File: src/rtl/load_store_unit_if.sv
// Data-memory port of the load/store unit: single-outstanding request/grant
// with a separate read-data-valid return. The LSU drives the master side.
interface load_store_unit_if #(
    parameter int AW = 32
);
    logic          dmem_req;
    logic          dmem_gnt;
    logic          dmem_we;
    logic [AW-1:0] dmem_addr;
    logic [3:0]    dmem_be;
    logic [31:0]   dmem_wdata;
    logic          dmem_rvalid;
    logic [31:0]   dmem_rdata;

    modport master (
        output dmem_req, dmem_we, dmem_addr, dmem_be, dmem_wdata,
        input  dmem_gnt, dmem_rvalid, dmem_rdata
    );

    modport slave (
        input  dmem_req, dmem_we, dmem_addr, dmem_be, dmem_wdata,
        output dmem_gnt, dmem_rvalid, dmem_rdata
    );
endinterface

File: src/rtl/load_store_unit.sv
// Memory stage: issues loads/stores on the data-memory port, aligns and extends
// load data, and passes non-memory results straight to writeback.
// Optional: define LSU_MISALIGN_TRAP_EN to trap misaligned H/W accesses instead of aligning them.
module load_store_unit #(
    parameter int AW   = 32,
    parameter int XLEN = 32
) (
    input  logic            clk,
    input  logic            rst_n,
    input  logic            in_valid,
    output logic            in_ready,
    input  logic [XLEN-1:0] in_alu_result,
    input  logic [XLEN-1:0] in_store_data,
    input  logic [2:0]      in_funct3,
    input  logic            in_is_load,
    input  logic            in_is_store,
    input  logic [4:0]      in_rd,
    load_store_unit_if.master dmem,
    output logic            wb_valid,
    output logic [4:0]      wb_rd,
    output logic [XLEN-1:0] wb_data,
    output logic            wb_trap
);

    typedef enum logic [1:0] {IDLE, REQ, WAIT_R} state_t;

    state_t          state_q, state_d;
    logic            accept, is_mem, is_byte, is_half, misalign;
    logic [1:0]      off_raw, off;
    logic [3:0]      be_next;
    logic [31:0]     wdata_next;
    logic [1:0]      ld_off_q;
    logic            ld_byte_q, ld_half_q, ld_signed_q;
    logic [4:0]      rd_q;
    logic [7:0]      rbyte;
    logic [15:0]     rhalf;
    logic [31:0]     load_ext;

    assign in_ready = (state_q == IDLE);
    assign accept   = in_valid & in_ready;
    assign is_mem   = in_is_load | in_is_store;
    assign is_byte  = (in_funct3 == 3'b000) | (in_funct3 == 3'b100);
    assign is_half  = (in_funct3 == 3'b001) | (in_funct3 == 3'b101);
    assign off_raw  = in_alu_result[1:0];

    // Halfword and word accesses use their natural lane regardless of the low address bits.
    assign off = is_byte ? off_raw : (is_half ? {off_raw[1], 1'b0} : 2'b00);

    assign be_next    = is_byte ? (4'b0001 << off) : (is_half ? (4'b0011 << off) : 4'b1111);
    assign wdata_next = is_byte ? {4{in_store_data[7:0]}}
                      : (is_half ? {2{in_store_data[15:0]}} : in_store_data);

`ifdef LSU_MISALIGN_TRAP_EN
    assign misalign = (is_half & off_raw[0]) | (~is_byte & ~is_half & (off_raw != 2'b00));
`else
    assign misalign = 1'b0;
`endif

    assign dmem.dmem_req = (state_q == REQ);

    assign rbyte    = dmem.dmem_rdata[{ld_off_q, 3'b000} +: 8];
    assign rhalf    = dmem.dmem_rdata[{ld_off_q[1], 4'b0000} +: 16];
    assign load_ext = ld_byte_q ? {{24{ld_signed_q & rbyte[7]}}, rbyte}
                    : (ld_half_q ? {{16{ld_signed_q & rhalf[15]}}, rhalf} : dmem.dmem_rdata);

    always_ff @(posedge clk or negedge rst_n) begin
        if (!rst_n) state_q <= IDLE;
        else        state_q <= state_d;
    end

    always_comb begin
        state_d = state_q;
        case (state_q)
            IDLE:    if (accept && is_mem && !misalign) state_d = REQ;
            REQ:     if (dmem.dmem_gnt) state_d = dmem.dmem_we ? IDLE : WAIT_R;
            WAIT_R:  if (dmem.dmem_rvalid) state_d = IDLE;
            default: state_d = IDLE;
        endcase
    end

    // Request fields are captured once at acceptance and held until the access completes.
    always_ff @(posedge clk or negedge rst_n) begin
        if (!rst_n) begin
            dmem.dmem_we    <= 1'b0;
            dmem.dmem_addr  <= '0;
            dmem.dmem_be    <= 4'b0000;
            dmem.dmem_wdata <= 32'h0;
            ld_off_q        <= 2'b00;
            ld_byte_q       <= 1'b0;
            ld_half_q       <= 1'b0;
            ld_signed_q     <= 1'b0;
            rd_q            <= 5'd0;
            wb_valid        <= 1'b0;
            wb_rd           <= 5'd0;
            wb_data         <= '0;
        end else begin
            wb_valid <= 1'b0;
            case (state_q)
                IDLE: begin
                    if (accept && !is_mem) begin
                        wb_valid <= 1'b1;
                        wb_rd    <= in_rd;
                        wb_data  <= in_alu_result;
                    end else if (accept && misalign) begin
                        wb_valid <= 1'b1;
                        wb_rd    <= 5'd0;
                        wb_data  <= in_alu_result;
                    end else if (accept) begin
                        dmem.dmem_we    <= in_is_store & ~in_is_load;
                        dmem.dmem_addr  <= {in_alu_result[AW-1:2], 2'b00};
                        dmem.dmem_be    <= be_next;
                        dmem.dmem_wdata <= wdata_next;
                        ld_off_q        <= off;
                        ld_byte_q       <= is_byte;
                        ld_half_q       <= is_half;
                        ld_signed_q     <= ~in_funct3[2];
                        rd_q            <= in_rd;
                    end
                end
                REQ: begin
                    if (dmem.dmem_gnt && dmem.dmem_we) begin
                        wb_valid <= 1'b1;
                        wb_rd    <= 5'd0;
                        wb_data  <= '0;
                    end
                end
                WAIT_R: begin
                    if (dmem.dmem_rvalid) begin
                        wb_valid <= 1'b1;
                        wb_rd    <= rd_q;
                        wb_data  <= load_ext;
                    end
                end
                default: ;
            endcase
        end
    end

`ifdef LSU_MISALIGN_TRAP_EN
    always_ff @(posedge clk or negedge rst_n) begin
        if (!rst_n) wb_trap <= 1'b0;
        else        wb_trap <= (state_q == IDLE) & accept & is_mem & misalign;
    end
`else
    assign wb_trap = 1'b0;
`endif

endmodule

File: src/flat_wrapper.sv
// flat-port wrapper written by rule: the top's interface ports become plain ports
module load_store_unit_flat 
#(
    parameter int AW   = 32,
    parameter int XLEN = 32
)
  (clk, rst_n, in_valid, in_ready, in_alu_result, in_store_data, in_funct3, in_is_load, in_is_store, in_rd, wb_valid, wb_rd, wb_data, wb_trap, dmem_dmem_req, dmem_dmem_we, dmem_dmem_addr, dmem_dmem_be, dmem_dmem_wdata, dmem_dmem_gnt, dmem_dmem_rvalid, dmem_dmem_rdata);
  load_store_unit_if #(.AW(AW)) dmem_i ();
  input  logic clk;
  input  logic rst_n;
  input  logic in_valid;
  output logic in_ready;
  input  logic [XLEN-1:0] in_alu_result;
  input  logic [XLEN-1:0] in_store_data;
  input  logic [2:0] in_funct3;
  input  logic in_is_load;
  input  logic in_is_store;
  input  logic [4:0] in_rd;
  output logic wb_valid;
  output logic [4:0] wb_rd;
  output logic [XLEN-1:0] wb_data;
  output logic wb_trap;
  output wire logic [$bits(dmem_i.dmem_req)-1:0] dmem_dmem_req;
  output wire logic [$bits(dmem_i.dmem_we)-1:0] dmem_dmem_we;
  output wire logic [$bits(dmem_i.dmem_addr)-1:0] dmem_dmem_addr;
  output wire logic [$bits(dmem_i.dmem_be)-1:0] dmem_dmem_be;
  output wire logic [$bits(dmem_i.dmem_wdata)-1:0] dmem_dmem_wdata;
  input wire logic [$bits(dmem_i.dmem_gnt)-1:0] dmem_dmem_gnt;
  input wire logic [$bits(dmem_i.dmem_rvalid)-1:0] dmem_dmem_rvalid;
  input wire logic [$bits(dmem_i.dmem_rdata)-1:0] dmem_dmem_rdata;
  assign dmem_dmem_req = dmem_i.dmem_req;
  assign dmem_dmem_we = dmem_i.dmem_we;
  assign dmem_dmem_addr = dmem_i.dmem_addr;
  assign dmem_dmem_be = dmem_i.dmem_be;
  assign dmem_dmem_wdata = dmem_i.dmem_wdata;
  assign dmem_i.dmem_gnt = dmem_dmem_gnt;
  assign dmem_i.dmem_rvalid = dmem_dmem_rvalid;
  assign dmem_i.dmem_rdata = dmem_dmem_rdata;
  load_store_unit #(.AW(AW), .XLEN(XLEN)) u_core (.clk(clk), .rst_n(rst_n), .in_valid(in_valid), .in_ready(in_ready), .in_alu_result(in_alu_result), .in_store_data(in_store_data), .in_funct3(in_funct3), .in_is_load(in_is_load), .in_is_store(in_is_store), .in_rd(in_rd), .dmem(dmem_i), .wb_valid(wb_valid), .wb_rd(wb_rd), .wb_data(wb_data), .wb_trap(wb_trap));
endmodule
File: config.mk
export PLATFORM = sky130hd
export DESIGN_NAME = load_store_unit_flat
export DESIGN_NICKNAME = d
export VERILOG_FILES = /design/src/rtl/load_store_unit_if.sv /design/src/rtl/load_store_unit.sv /design/src/flat_wrapper.sv
export SDC_FILE = /design/constraint.sdc
export NUM_CORES = 1
export LEC_CHECK = 0
export BUFFER_PORTS_ARGS = -buffer_cell sky130_fd_sc_hd__buf_2
export CORE_ASPECT_RATIO = 1.2
export CORE_UTILIZATION = 46
export DETAILED_ROUTE_END_ITERATION = 12
export GPL_TIMING_DRIVEN = 0
export MAX_ROUTING_LAYER = met4
export PLACE_DENSITY_LB_ADDON = 0.08
export SKIP_LAST_GASP = 1
export SYNTH_ARGS = -nofsm -noshare
export SYNTH_HDL_FRONTEND = slang
export SYNTH_SLANG_ARGS = --single-unit
File: constraint.sdc
create_clock -name clk -period 3.15 [get_ports clk]
set_input_delay 0.63 -clock clk [delete_from_list [all_inputs] [get_ports clk]]
set_output_delay 0.63 -clock clk [all_outputs]
set_load 0.05 [all_outputs]
==> results of run 1 <==
-- routing by layer --
layer / part of all wire [%] / vias to the layer above / track usage (%)
met1: 42 / 2644 / 35.4
li1: - / 2557 / -
met5: 0 / - / -
met3: 6.3 / 25 / 6.06
met2: 49 / 219 / 45.7
met4: 2.0 / 0 / 10.9
-- per-stage QoR --
step,worst slack [ns],hold slack (ns),area [um2],util (%)
after detailed placement,0.310,0.468,7280,57.7
final,0.589,0.151,7860,62.3
after CTS,0.569,0.156,7860,62.3
after floorplan,0.953,0.334,5960,-
after global routing,0.419,0.183,7860,62.3
after global placement,0.0557,0.458,7250,57.5
-- final cells by class --
type | count | area, um2
inverters | 6 | 22.5
clock buffers | 17 | 425
well taps | 164 | 205
plain buffers | 49 | 215
flip-flops and latches | 117 | 2930
repair buffers | 217 | 1110
fillers | 1142 | 4760
clock inverters | 15 | 146
multi-input cells | 407 | 2800
-- how the worst min path moves through the flow --
stage | endpoint | slack (ns) | cells after the start
after floorplan | u_core.dmem.dmem_addr[10] | 0.33 | 0
after global placement | u_core.dmem.dmem_wdata[24] | 0.46 | 2
after detailed placement | u_core.dmem.dmem_wdata[20] | 0.47 | 2
after CTS | u_core.dmem.dmem_addr[2] | 0.16 | 1
after global routing | u_core.dmem.dmem_addr[2] | 0.18 | 1
final | u_core.dmem.dmem_addr[2] | 0.15 | 1
-- synthesized netlist by cell type (2+ instances only) --
master	number
o311ai_0	15
nor2_1	53
dfrtp_1	117
mux2i_1	25
clkbuf_1	31
buf_2	7
ha_1	6
buf_1	5
buf_4	6
and3_1	8
inv_1	6
nor2b_1	30
nand2_1	35
a31oi_1	34
or4_1	6
nand2b_1	33
mux2_2	53
o31ai_1	8
mux4_2	2
a211o_1	2
and2_1	3
o2111ai_1	2
nand3_1	3
a211oi_1	14
o21ai_0	32
o211ai_1	10
a21oi_1	19
-- logic make-up (layout without fill, tap and decap cells) --
logic type	count (synthesis)	count (layout)	synth area share (%)
AND/OR/NAND/NOR	176	176	14.9
AO/OA/AOI/OAI	142	142	15.6
flip-flops	117	117	49.2
multiplexers	80	80	15.0
buffers and inverters	55	304	3.99
adder cells (fa/ha/maj)	6	6	1.26
other	1	3	0.0630
-- where the power goes --
part	internal [W]	total (W)	switching, W	leakage, nW
Sequential	0.00229	0.00270	0.000403	1.39
Clock	0.00110	0.00187	0.000764	0.269
Combinational	0.00167	0.00610	0.00443	2.02
Total	0.00507	0.0107	0.00560	3.68
-- flip-flops by register name, indices dropped and copies added (netlist names) --
name / flops
u_core.dmem.dmem_addr: 30
u_core.dmem.dmem_be: 4
u_core.dmem.dmem_wdata: 32
u_core.dmem.dmem_we: 1
u_core.ld_byte_q: 1
u_core.ld_half_q: 1
u_core.ld_off_q: 2
u_core.ld_signed_q: 1
u_core.rd_q: 5
u_core.state_q: 2
u_core.wb_data: 32
u_core.wb_rd: 5
u_core.wb_valid: 1
==> flow_metrics.env, run 1 <==
export IMPL_post_drt_wl_per_cell_um=18.2
export IMPL_yosysTopAreaCellShare_pct=49.2
export IMPL_postRouteAntennaNets=0
export IMPL_ys_types=39
export IMPL_die_y_um=127
export IMPL_final_cells=992
export IMPL_via_count=5445
export IMPL_crit_fanout=10
export IMPL_r2r_start="u_core.state_q[0]"
export IMPL_synth_enable_flop_cells=0
export IMPL_maxCapViolations=0
export IMPL_crit_end="u_core.dmem.dmem_be[0]"
export IMPL_final_cell_mix="buf_2 (222), dfrtp_1 (117), nor2_1 (53), mux2_2 (53), nand2_1 (35)"
export IMPL_worstReg2RegEnd="u_core.dmem.dmem_be[0]"
export IMPL_setup_viol=0
export IMPL_antenna_found_initial=0
export IMPL_cts_tree="done"
export IMPL_critical_path_cell_chain="inv_1, ha_1, o211ai_1, clkbuf_1, clkbuf_1, nand2_1, o31ai_1"
export IMPL_grt_pass1_vias=5418
export IMPL_layout_min_cycle_time_ns=2.56
export IMPL_fin_total_pwr_w=0.0107
export IMPL_end_kind="flop"
export IMPL_dp_cells=960
export IMPL_crit_slowest_cell="clkbuf_1"
export IMPL_status="finished clean"
export IMPL_fin_tns_setup_ns=0
export IMPL_drt_pass1_iterations=7
export IMPL_clk_path_buf_depth=2
export IMPL_cp_num_cells=7
export IMPL_core_area_um2=12600
export IMPL_finalMaxSlewViolations=0
export IMPL_worst_path_largest_cell_delay_ns=0.54
export IMPL_path_class="flop to flop"
export IMPL_ys_seq_area_share_pct=49.2
export IMPL_ys_top_cells_by_area="dfrtp_1 (49%), mux2_2 (10%), mux2i_1 (4.2%), a31oi_1 (3.6%), nand2b_1 (3.5%)"
export IMPL_worst_pin_slew_ns=0.841
export IMPL_dieArea_um2=13400
export IMPL_skew_ns=0.00746
export IMPL_routabilityCongestion=0.878
export IMPL_path_clk_slew_ns=0.06
export IMPL_htreeDepth=4
export IMPL_root_buffer="clkbuf_16"
export IMPL_ios=221
export IMPL_grt_max_degree=68
export IMPL_min_path_type="input port to asynchronous set/reset pin"
export IMPL_grt_setup_unrepaired="false"
export IMPL_rrSetupSlack_ns=0.59
export IMPL_syn_avg_cell_area_um2=10.3
export IMPL_io_buffer_count=216
export IMPL_drive_gt1_share_pct=38.5
export IMPL_track_usage_pct=28.5
export IMPL_drc=0
export IMPL_hold_viol=0
export IMPL_relSlewSlack_pct=43.7
export IMPL_overflow=0
export IMPL_syn2layout_area_growth_pct=31.9
export IMPL_yosys_most_used_dff="dfrtp_1"
export IMPL_clock_sinks=117
export IMPL_final_common_cell="buf_2"
export IMPL_hold_buffers=0
export IMPL_ys_ff_latch=117
export IMPL_post_cts_buffers=0
export IMPL_clk_latency_ns=0.41
export IMPL_fin_crit_sh_pct=81.3
export IMPL_peakVddDrop_mv=0.703
export IMPL_arrival_ns=2.87
export IMPL_setup_worst_path_start="u_core.state_q[0]"
export IMPL_n_antenna_cell=0
export IMPL_synthCells=577
export IMPL_syn_area_um2=5960
export IMPL_async_reset_ff_share_pct=100
export IMPL_cp_buffers_inverters=3
export IMPL_fin_nets=932
export IMPL_critPathLaunchType="flop"
export IMPL_yosysWarnings=0
export IMPL_worstRegToRegCells=7
export IMPL_cts_buffers=17
export IMPL_synth_top_cell_by_area="dfrtp_1"
export IMPL_via_per_inst=5.49
export IMPL_die_width_um=106
export IMPL_dpl_hpwl_um=13700
export IMPL_leakage_nw=3.68
export IMPL_postCtsResizedCells=0
export IMPL_powerDensity_nw_per_um2=1360
export IMPL_finalWirelength_um=18100
export IMPL_grt_pass1_wl_um=28300
export IMPL_start_util_pct=47.2
export IMPL_rows=45
export IMPL_fmax_mhz=390
export IMPL_cp_common_cell="clkbuf_1"
export IMPL_drtIter0Drc=254
export IMPL_critPathRequiredTime_ns=3.46
export IMPL_cpLargestDelayFamily="buffers and inverters"
(Power assumes the default switching activity.)
==> inputs of run 2 (changes only) <==
clock period = 2.7 ns   (was 3.15 ns; I/O delays follow)
==> flow_metrics.env, run 2 (synthesis results as in run 1) <==
export IMPL_status="finished clean"
export IMPL_arrival_ns=2.73
export IMPL_clk_path_buf_depth=2
export IMPL_path_class="flop to flop"
export IMPL_reg_top3="u_core.dmem.dmem_wdata: 32 flops, u_core.wb_data: 32 flops, u_core.dmem.dmem_addr: 30 flops"
export IMPL_syn2layout_area_growth_pct=31.9
export IMPL_peakVddDrop_mv=0.821
export IMPL_final_cell_mix="buf_2 (222), dfrtp_1 (117), nor2_1 (53), mux2_2 (53), nand2_1 (35)"
export IMPL_drt_pass1_iterations=5
export IMPL_drive_gt1_share_pct=38.6
export IMPL_ios=221
export IMPL_cts_buffers=17
export IMPL_worst_path_largest_cell_delay_ns=0.48
export IMPL_start_util_pct=47.2
export IMPL_relSlewSlack_pct=43.5
export IMPL_cts_tree="done"
export IMPL_fin_crit_sh_pct=89.5
export IMPL_dpl_hpwl_um=13700
export IMPL_layout_min_cycle_time_ns=2.42
export IMPL_fmax_mhz=414
export IMPL_postRouteAntennaNets=0
export IMPL_clock_sinks=117
export IMPL_grt_setup_unrepaired="false"
export IMPL_whs_ns=0.0612
export IMPL_die_width_um=106
export IMPL_via_count=5453
export IMPL_cpLargestDelayFamily="buffers and inverters"
export IMPL_finalMaxSlewViolations=0
export IMPL_drc=0
export IMPL_final_cells=992
export IMPL_post_drt_wl_per_cell_um=18.2
export IMPL_critPathLaunchType="flop"
export IMPL_grt_pass1_vias=5418
export IMPL_skew_ns=0.00791
export IMPL_crit_fanout=10
export IMPL_min_path_type="input port to asynchronous set/reset pin"
export IMPL_routabilityCongestion=0.878
export IMPL_clk_latency_ns=0.41
export IMPL_fin_tns_setup_ns=0
export IMPL_rows=45
export IMPL_io_buffer_count=216
export IMPL_critical_path_cell_chain="inv_1, ha_1, o211ai_1, clkbuf_2, clkbuf_1, nand2_1, o31ai_1"
export IMPL_dp_cells=960
export IMPL_drtIter0Drc=262
export IMPL_final_common_cell="buf_2"
export IMPL_use_met1_pct=35.4
export IMPL_finalWirelength_um=18000
export IMPL_path_clk_slew_ns=0.06
export IMPL_maxCapViolations=0
export IMPL_end_kind="flop"
export IMPL_grt_use_met3_pct=6.06
export IMPL_leakage_nw=3.68
export IMPL_root_buffer="clkbuf_16"
export IMPL_htreeDepth=4
export IMPL_crit_slowest_cell="clkbuf_1"
export IMPL_antenna_found_initial=0
export IMPL_dieArea_um2=13400
export IMPL_hold_viol=0
export IMPL_top_usage_layer="met2"
export IMPL_via_per_inst=5.50
export IMPL_die_y_um=127
export IMPL_gr_usage_met2_pct=45.7
export IMPL_cp_buffers_inverters=3
export IMPL_fin_nets=932
export IMPL_critPathRequiredTime_ns=3.01
export IMPL_n_antenna_cell=0
export IMPL_core_area_um2=12600
export IMPL_setup_viol=0
export IMPL_grt_max_degree=68
export IMPL_overflow=0
export IMPL_worst_pin_slew_ns=0.844
export IMPL_track_usage_pct=28.5
export IMPL_grt_pass1_wl_um=28300
export IMPL_powerDensity_nw_per_um2=1580
-- run 2: cell count changes in the layout (fill, tap and decap cells not counted) --
cell	before	now
clkbuf_2	0	1
clkbuf_1	31	30
-- run 2: cell type report --
type	count	area [um2]
buffer	49	216
clock buffer	17	425
clock inverter	15	146
fill	1142	4760
inverter	6	22.5
multi-input combinational	407	2800
sequential	117	2930
tap	164	205
timing repair buffer	217	1110
-- run 2: per-stage QoR --
step | setup WS, ns | total power (W) | area, um2 | utilization (%)
floorplan | 0.503 | 0.00845 | 5960 | -
global placement | -0.304 | 0.0101 | 7250 | 57.5
detailed placement | -0.0501 | 0.0103 | 7280 | 57.7
CTS | 0.119 | 0.0125 | 7860 | 62.3
global route | 0.116 | 0.0131 | 7860 | 62.3
finish | 0.283 | 0.0124 | 7860 | 62.3
-- run 2: routing by layer --
layer / vias up / part of all wire [%]
li1: 2556 / -
met1: 2653 / 43
met2: 221 / 49
met3: 23 / 6.1
met4: 0 / 1.9
met5: - / 0
-- run 2: worst reg2reg max path, stage by stage (launching register included) --
cell and delay (ns):
dfrtp_1 0.39, inv_1 0.08, ha_1 0.30, o211ai_1 0.43
clkbuf_2 0.42, clkbuf_1 0.48, nand2_1 0.13, o31ai_1 0.09
-- run 2: repair_timing --
action,CTS,global route
setup endpoints to repair,0,6
hold endpoints to repair,0,0
gates resized for setup,0,2
hold buffers,0,0
setup buffers,0,0
-- run 2: worst paths after layout --
path / from / end / slack (ns) / cells after the start
setup reg to reg: u_core.state_q[0] / u_core.dmem.dmem_be[0] / 0.28 / 7
setup / recovery: u_core.state_q[0] / u_core.dmem.dmem_be[0] / 0.28 / 7
hold reg to reg: u_core.dmem.dmem_wdata[10] / u_core.dmem.dmem_wdata[10] / 0.48 / 2
hold / removal: rst_n / u_core.dmem.dmem_addr[2] / 0.06 / 1
max in group asynchronous: rst_n / u_core.dmem.dmem_wdata[11] / 1.95 / 2
min in group clk: in_funct3[2] / u_core.ld_signed_q / 0.33 / 2
-- run 2: where the power goes --
part | leakage, nW | switching, W | internal (W)
Combinational | 2.02 | 0.00517 | 0.00195
Clock | 0.269 | 0.000889 | 0.00129
Sequential | 1.39 | 0.000470 | 0.00268
Total | 3.68 | 0.00653 | 0.00591
==> inputs of run 3 (changes only) <==
CELL_PAD_IN_SITES_DETAIL_PLACEMENT = 1   (was unset)
CELL_PAD_IN_SITES_GLOBAL_PLACEMENT = 1   (was unset)
CORE_UTILIZATION = 37   (was 46)
==> flow_metrics.env, run 3 (synthesis results as in run 1) <==
export IMPL_dp_cells=1004
export IMPL_setup_slack_ns=0.241
export IMPL_clock_sinks=117
export IMPL_start_util_pct=38.1
export IMPL_cts_buffers=17
export IMPL_arrival_ns=2.80
export IMPL_drt_pass1_iterations=4
export IMPL_grt_setup_unrepaired="false"
export IMPL_fill_cells=1860
export IMPL_htreeDepth=4
export IMPL_final_cell_mix="buf_2 (222), dfrtp_1 (117), nor2_1 (53), mux2_2 (53), nand2_1 (35)"
export IMPL_routabilityCongestion=0.864
export IMPL_dpl_hpwl_um=15500
export IMPL_finalMaxSlewViolations=0
export IMPL_fin_nets=936
export IMPL_dieArea_um2=16600
export IMPL_via_per_inst=5.30
export IMPL_overflow=0
export IMPL_drtIter0Drc=136
export IMPL_reg_top3="u_core.dmem.dmem_wdata: 32 flops, u_core.wb_data: 32 flops, u_core.dmem.dmem_addr: 30 flops"
export IMPL_peakVddDrop_mv=0.626
export IMPL_utilization_pct=51.0
export IMPL_final_common_cell="buf_2"
export IMPL_cts_tree="done"
export IMPL_postRouteAntennaNets=0
export IMPL_root_buffer="clkbuf_16"
export IMPL_maxCapViolations=0
export IMPL_track_usage_pct=26.0
export IMPL_hold_viol=0
export IMPL_dp_slack_ns=-0.246
export IMPL_drc=0
export IMPL_post_drt_wl_per_cell_um=19.6
export IMPL_finalWirelength_um=20400
export IMPL_crit_fanout=10
export IMPL_hold_buffers=0
export IMPL_status="finished clean"
export IMPL_grt_pass1_wl_um=32000
export IMPL_antenna_found_initial=2
export IMPL_io_buffer_count=216
export IMPL_relSlewSlack_pct=49.8
export IMPL_grt_pass1_vias=5887
export IMPL_place_area_um2=7340
export IMPL_whs_ns=0.0160
export IMPL_skew_ns=0.00716
export IMPL_path_clk_slew_ns=0.06
export IMPL_powerDensity_nw_per_um2=1590
export IMPL_critPathLaunchType="flop"
export IMPL_grt_max_degree=84
export IMPL_end_kind="flop"
export IMPL_worst_pin_slew_ns=0.753
export IMPL_syn2layout_area_growth_pct=33.9
export IMPL_final_cells=1042
export IMPL_drive_gt1_share_pct=38.7
export IMPL_ios=221
export IMPL_clk_path_buf_depth=2
export IMPL_leakage_nw=3.72
export IMPL_path_class="flop to flop"
export IMPL_fin_crit_sh_pct=91.1
export IMPL_rows=50
export IMPL_clk_latency_ns=0.42
export IMPL_setup_viol=0
export IMPL_die_width_um=118
export IMPL_via_count=5518
export IMPL_min_path_type="input port to asynchronous set/reset pin"
export IMPL_die_y_um=141
export IMPL_fin_area_um2=7980
export IMPL_layout_min_cycle_time_ns=2.46
export IMPL_regArea_um2=2930
export IMPL_fmax_mhz=407
export IMPL_critPathRequiredTime_ns=3.04
export IMPL_multi_input_area_um2=2800
export IMPL_core_area_um2=15600
-- run 3: cell types whose count changed in the layout (fill, tap and decap cells not counted) --
cell,before,now
clkinv_4,3,2
clkinvlp_4,4,3
bufinv_16,1,3
diode_2,0,2
buf_4,6,10
clkbuf_8,0,1
inv_8,1,0
clkbuf_1,30,32
clkinv_2,1,3
inv_6,5,1
-- run 3: what timing repair did --
item | 4_1_cts | 5_1_grt
pin swaps | 0 | 1
buffers inserted | 0 | 4
gates resized for setup | 1 | 0
endpoints found under the setup margin | 7 | 7
-- run 3: layer usage --
layer | global-route usage (%) | share of wire, % | vias to the layer above
met5 | - | 0 | -
met4 | 8.03 | 1.2 | 0
li1 | - | - | 2572
met1 | 30.3 | 42 | 2751
met3 | 6.55 | 6.0 | 15
met2 | 43.9 | 51 | 180
-- run 3: area by class of cell --
cell class,instances,area share [%]
Timing Repair Buffer,221,14.4
Multi-Input combinational cell,407,35.1
Antenna cell,2,0.0628
Buffer,49,2.71
Clock inverter,12,1.93
Sequential cell,117,36.7
Inverter,6,0.282
Tap cell,208,3.26
Clock buffer,20,5.60
-- run 3: power breakdown --
group | switching (W) | internal (W) | total, W
Combinational | 0.00526 | 0.00197 | 0.00723
Clock | 0.000827 | 0.00147 | 0.00230
Sequential | 0.000472 | 0.00268 | 0.00315
Total | 0.00656 | 0.00612 | 0.0127
-- run 3: final timing paths --
path                                             from  slack [ns]  cells after the start                          to
max reg2reg                         u_core.state_q[0]        0.24                      7          u_core.wb_data[26]
max                                 u_core.state_q[0]        0.24                      7          u_core.wb_data[26]
min                                             rst_n        0.02                      1    u_core.dmem.dmem_addr[7]
max in group asynchronous                       rst_n        1.96                      2  u_core.dmem.dmem_wdata[16]
min reg2reg                u_core.dmem.dmem_wdata[23]        0.47                      2  u_core.dmem.dmem_wdata[23]
min in group clk                         in_funct3[2]        0.31                      2          u_core.ld_signed_q
-- run 3: worst max-delay path: stages, from the launching register on --
cell	delay (ns)
dfrtp_1	0.41
inv_1	0.10
ha_1	0.26
and2_1	0.15
clkbuf_1	0.35
clkbuf_1	0.49
o311ai_0	0.38
a31oi_1	0.24
-- run 3: per-stage QoR --
stage | total power [W] | TNS [ns]
2_1_floorplan | 0.00845 | 0
3_3_place_gp | 0.0102 | -43.44
3_5_place_dp | 0.0104 | -3.50
4_1_cts | 0.0128 | 0
5_1_grt | 0.0134 | 0
6_report | 0.0127 | 0
